===== config.mk =====
export PLATFORM = sky130hd
export DESIGN_NAME = lcd_text_ctrl
export DESIGN_NICKNAME = d
export VERILOG_FILES = /design/src/rtl/lcd_text_ctrl.sv
export SDC_FILE = /design/constraint.sdc
export NUM_CORES = 1
export LEC_CHECK = 0
export CAP_MARGIN = 10
export CORE_ASPECT_RATIO = 0.6
export CORE_UTILIZATION = 62
export DETAILED_ROUTE_END_ITERATION = 8
export DONT_BUFFER_PORTS = 1
export PLACE_DENSITY = 0.79
export SLEW_MARGIN = 20
export SYNTH_ARGS = -nofsm -noshare
export SYNTH_HDL_FRONTEND = slang
export SYNTH_SLANG_ARGS = --single-unit

===== constraint.sdc =====
create_clock -name clk_i -period 2.4 [get_ports clk_i]
set_input_delay 0.48 -clock clk_i [delete_from_list [all_inputs] [get_ports clk_i]]
set_output_delay 0.48 -clock clk_i [all_outputs]
set_load 0.1 [all_outputs]

===== src/rtl/lcd_text_ctrl.sv =====
// Character-LCD content stage: runs the power-up command sequence, then turns keypad
// codes into {rs, byte} words while tracking a two-line cursor with automatic wrap.
module lcd_text_ctrl #(
  parameter int          COLS       = 16,
  parameter logic [6:0]  LINE2_BASE = 7'h40
) (
  input  logic        clk_i,
  input  logic        rst_i,
  input  logic [3:0]  key_code_i,
  input  logic        key_valid_i,
  output logic        key_ready_o,
  output logic [8:0]  data_o,
  output logic        data_valid_o,
  input  logic        ready_i,
  output logic        init_done_o
);

  localparam int             CW       = $clog2(COLS + 1);
  localparam logic [CW-1:0]  LAST_COL = CW'(COLS - 1);

  typedef enum logic [2:0] {
    S_INIT,
    S_IDLE,
    S_SEND_CHAR,
    S_SEND_WRAP,
    S_SEND_CMD
  } state_t;

  state_t         state_q, state_d;
  logic [8:0]     data_q, data_d;
  logic           valid_q, valid_d;
  logic           done_q, done_d;
  logic [CW-1:0]  col_q, col_d;
  logic           line_q, line_d;
  logic [1:0]     idx_q, idx_d;

  logic [6:0]     other_base;
  logic           xfer;

  function automatic logic [8:0] init_word(input logic [1:0] idx);
    case (idx)
      2'd0:    init_word = 9'h038;
      2'd1:    init_word = 9'h00C;
      2'd2:    init_word = 9'h006;
      default: init_word = 9'h001;
    endcase
  endfunction

  // Base address of the line the cursor is not on; line 1 wraps back to line 0.
  assign other_base = line_q ? 7'h00 : LINE2_BASE;
  assign xfer       = valid_q && ready_i;

  always_comb begin
    state_d = state_q;
    data_d  = data_q;
    valid_d = valid_q;
    done_d  = done_q;
    col_d   = col_q;
    line_d  = line_q;
    idx_d   = idx_q;

    case (state_q)
      S_INIT: begin
        if (!valid_q) begin
          data_d  = init_word(idx_q);
          valid_d = 1'b1;
        end else if (ready_i) begin
          if (idx_q == 2'd3) begin
            state_d = S_IDLE;
            valid_d = 1'b0;
            done_d  = 1'b1;
            col_d   = '0;
            line_d  = 1'b0;
          end else begin
            idx_d  = idx_q + 2'd1;
            data_d = init_word(idx_q + 2'd1);
          end
        end
      end

      S_IDLE: begin
        if (key_valid_i) begin
          valid_d = 1'b1;
          if (key_code_i < 4'd10) begin
            state_d = S_SEND_CHAR;
            data_d  = {1'b1, 8'h30 + {4'h0, key_code_i}};
          end else if (key_code_i < 4'd14) begin
            state_d = S_SEND_CHAR;
            data_d  = {1'b1, 8'h37 + {4'h0, key_code_i}};
          end else if (key_code_i == 4'd14) begin
            state_d = S_SEND_CMD;
            data_d  = 9'h001;
          end else begin
            state_d = S_SEND_CMD;
            data_d  = {1'b0, 1'b1, other_base};
          end
        end
      end

      S_SEND_CHAR: begin
        if (xfer) begin
          if (col_q == LAST_COL) begin
            state_d = S_SEND_WRAP;
            data_d  = {1'b0, 1'b1, other_base};
          end else begin
            state_d = S_IDLE;
            valid_d = 1'b0;
            col_d   = col_q + 1'b1;
          end
        end
      end

      S_SEND_WRAP: begin
        if (xfer) begin
          state_d = S_IDLE;
          valid_d = 1'b0;
          col_d   = '0;
          line_d  = ~line_q;
        end
      end

      S_SEND_CMD: begin
        if (xfer) begin
          state_d = S_IDLE;
          valid_d = 1'b0;
          col_d   = '0;
          // The only command word equal to 9'h001 is clear; anything else is a newline.
          line_d  = (data_q == 9'h001) ? 1'b0 : ~line_q;
        end
      end

      default: begin
        state_d = S_INIT;
        valid_d = 1'b0;
        idx_d   = 2'd0;
      end
    endcase
  end

  always_ff @(posedge clk_i or posedge rst_i) begin
    if (rst_i) begin
      state_q <= S_INIT;
      data_q  <= 9'h000;
      valid_q <= 1'b0;
      done_q  <= 1'b0;
      col_q   <= '0;
      line_q  <= 1'b0;
      idx_q   <= 2'd0;
    end else begin
      state_q <= state_d;
      data_q  <= data_d;
      valid_q <= valid_d;
      done_q  <= done_d;
      col_q   <= col_d;
      line_q  <= line_d;
      idx_q   <= idx_d;
    end
  end

  assign key_ready_o  = (state_q == S_IDLE);
  assign data_o       = data_q;
  assign data_valid_o = valid_q;
  assign init_done_o  = done_q;

endmodule

==> run metrics <==
Seq/Total Area, Yosys=37.5%; uppermost layer routed=met4; DP Wirelength=2750 µm; Area after DPL=1590 µm²; final worst-path cycle share=88.8%; met1 wire length=1630 µm; Setup Skew=0.00667 ns; crit path kind=reg2out; Tightest Pin Transition=0.909 ns; fin. max-slew vios=0; share of post-route cells with drive strength above 1=14.1%; cell taking the most area after synthesis=dfrtp_1; CP Launch Type=flop; Rows=13; Die Y-Extent=39.7 µm; final WL=3720 µm; Synth cell types=45; Core Box Area=2200 µm²; Area Growth Syn to Fin=13.2%; hold_buf cts=0; worst skew pair latency=0.27 ns; min cycle time layout=2.13 ns; outcome=complete, no violations; wire length on met3=303 µm; Iter 0 DRT Violations=294; Overflow after GRT=0; cts bufs inserted=3; initial antenna violation count=0; Arrival @ worst endpoint=1.65 ns; Crit. End Element=primary output; max-cap violations=0; Filler cells=157; IO Pins=20; final net count=203; TNS Setup=0 ns; clock root cell=clkbuf_8; Gate Count Post-Synth=175; DRC errors left=0; Avg Synthesized Cell Area=8.39 µm²; unrepaired setup endpoints after global routing=false; vias=1388; register area=551 µm²; fin area=1660 µm²; syn nets=192; Avg Vias per Cell=6.46; multi-input logic area=832 µm²; drt wl/cell=17.3 µm; H-tree levels=1; Syn. warnings=0; largest net degree at the start of global routing=23; IO Port Bufs=0; Post-synth EDFFs=0; Worst slew margin=39.4%; antenna cells=0; TritonCTS clock tree=yes; Final ANT Viol Nets=0; post_cts resized=0; Clock Sinks=22; Tot GR Track Use=31.5%; Required @ worst endpoint=1.92 ns; share of the synthesized area in the top cell type=37.5%; first-pass GRT wire length=5690 µm; CP Max Fanout=20; Hold Path Class=in2async; synth top area cells=dfrtp_1 38%, ha_1 7.7%, o21ai_0 5.8%; die width=64.8 µm; most used flip-flop cell after synthesis=dfrtp_1; post-CTS setup buffer count=0; Netlist Area Pre-Place=1470 µm²; maximum clock path buffer count=2; Placer Congestion=0.853; DR WL met2=1710 µm; die area=2570 µm²; number of global-route vias before repair=1222; final setup fails=0; Clock Pin Slew Worst Setup and Hold Paths=0.09 ns; ys async rst share=100%; Starting Density=66.8%; Seq cells post-synth=22; fmax=469 MHz; final hold violation count=0; drt pass-1 iters=5
[synth_stat cells (2+ instances only)]
library cell / n
dfrtp_1: 22
nand2_1: 18
o21ai_0: 17
nor2_1: 15
a21oi_1: 13
inv_1: 11
ha_1: 9
nor3_1: 6
buf_2: 4
clkbuf_1: 4
mux2i_1: 4
nand3_1: 4
nor2b_1: 4
a31oi_1: 3
nand2b_1: 3
o22ai_1: 3
xnor2_1: 3
a22o_1: 2
mux2_2: 2
nand4_1: 2
o31ai_1: 2
[logic make-up (layout without fill, tap and decap cells)]
group                    Yosys count  after routing  share of synthesized area (%)
XOR/XNOR                           3              3                           1.79
multiplexers                       6              6                           4.26
adder cells (fa/ha/maj)            9              9                           7.67
AO/OA/AOI/OAI                     54             54                           23.1
buffers and inverters             21             31                           5.80
flip-flops                        22             22                           37.5
AND/OR/NAND/NOR                   60             60                           19.9
[cells in the final DEF (no fill, tap or decap), types with 2 or more instances in the layout]
cell and instances:
dfrtp_1 22, nand2_1 18, o21ai_0 17, nor2_1 15, buf_4 14, a21oi_1 13
inv_1 11, ha_1 9, nor3_1 6, nor2b_1 4, mux2i_1 4, nand3_1 4
nand2b_1 3, xnor2_1 3, a31oi_1 3, o22ai_1 3, clkbuf_8 3, o31ai_1 2
nand4_1 2, a22o_1 2, mux2_2 2
[layout make-up]
class	count	area share, %
Clock buffer	3	2.48
Multi-Input combinational cell	132	50.1
Timing Repair Buffer	15	7.53
Sequential cell	22	33.1
Clock inverter	1	1.81
Inverter	12	2.71
Tap cell	30	2.26
[worst max-delay path, cell delays in order, from the launching register on]
cell,delay (ns)
dfrtp_1,0.60
or3_4,0.46
inv_1,0.12
buf_12,0.20
[through the flow]
stage | setup slack [ns] | hold WS, ns | util, % | instances
global placement | 0.438 | 0.491 | 72.4 | 211
floorplan | 0.238 | 0.449 | - | 175
finish | 0.269 | 0.263 | 75.7 | 215
detailed placement | 0.329 | 0.497 | 72.4 | 211
CTS | 0.288 | 0.281 | 75.7 | 215
global route | 0.0736 | 0.324 | 75.7 | 215
[per-layer routing]
| metal | track usage, % | vias to the layer above |
|---|---|---|
| met4 | 15.0 | 0 |
| li1 | - | 644 |
| met3 | 9.88 | 12 |
| met5 | 0 | - |
| met1 | 38.2 | 655 |
| met2 | 51.8 | 77 |
[final timing paths]
check | start | end | slack (ns) | cells past startpoint
max | state_q[1]$_DFFE_PP0P_ | key_ready_o | 0.27 | 3
min | rst_i | col_q[1]$_DFFE_PP0P_ | 0.26 | 1
max reg2reg | col_q[0]$_DFFE_PP0P_ | line_q$_DFFE_PP0P_ | 0.31 | 9
min reg2reg | col_q[4]$_DFFE_PP0P_ | col_q[4]$_DFFE_PP0P_ | 0.52 | 2
max in group asynchronous | rst_i | data_o[5]$_DFFE_PP0P_ | 1.61 | 1
min in group clk_i | key_valid_i | data_o[8]$_DFFE_PP0P_ | 0.37 | 1
[state kept, by name, indices dropped and copies added, names as in the netlist]
name	cells
line_q	1
data_valid_o	1
col_q	5
data_o	9
idx_q	2
init_done_o	1
state_q	3
Power is left out: the tool's default activity adds up to more than one toggle a clock period on the data nets, which glitch-free logic cannot reach.
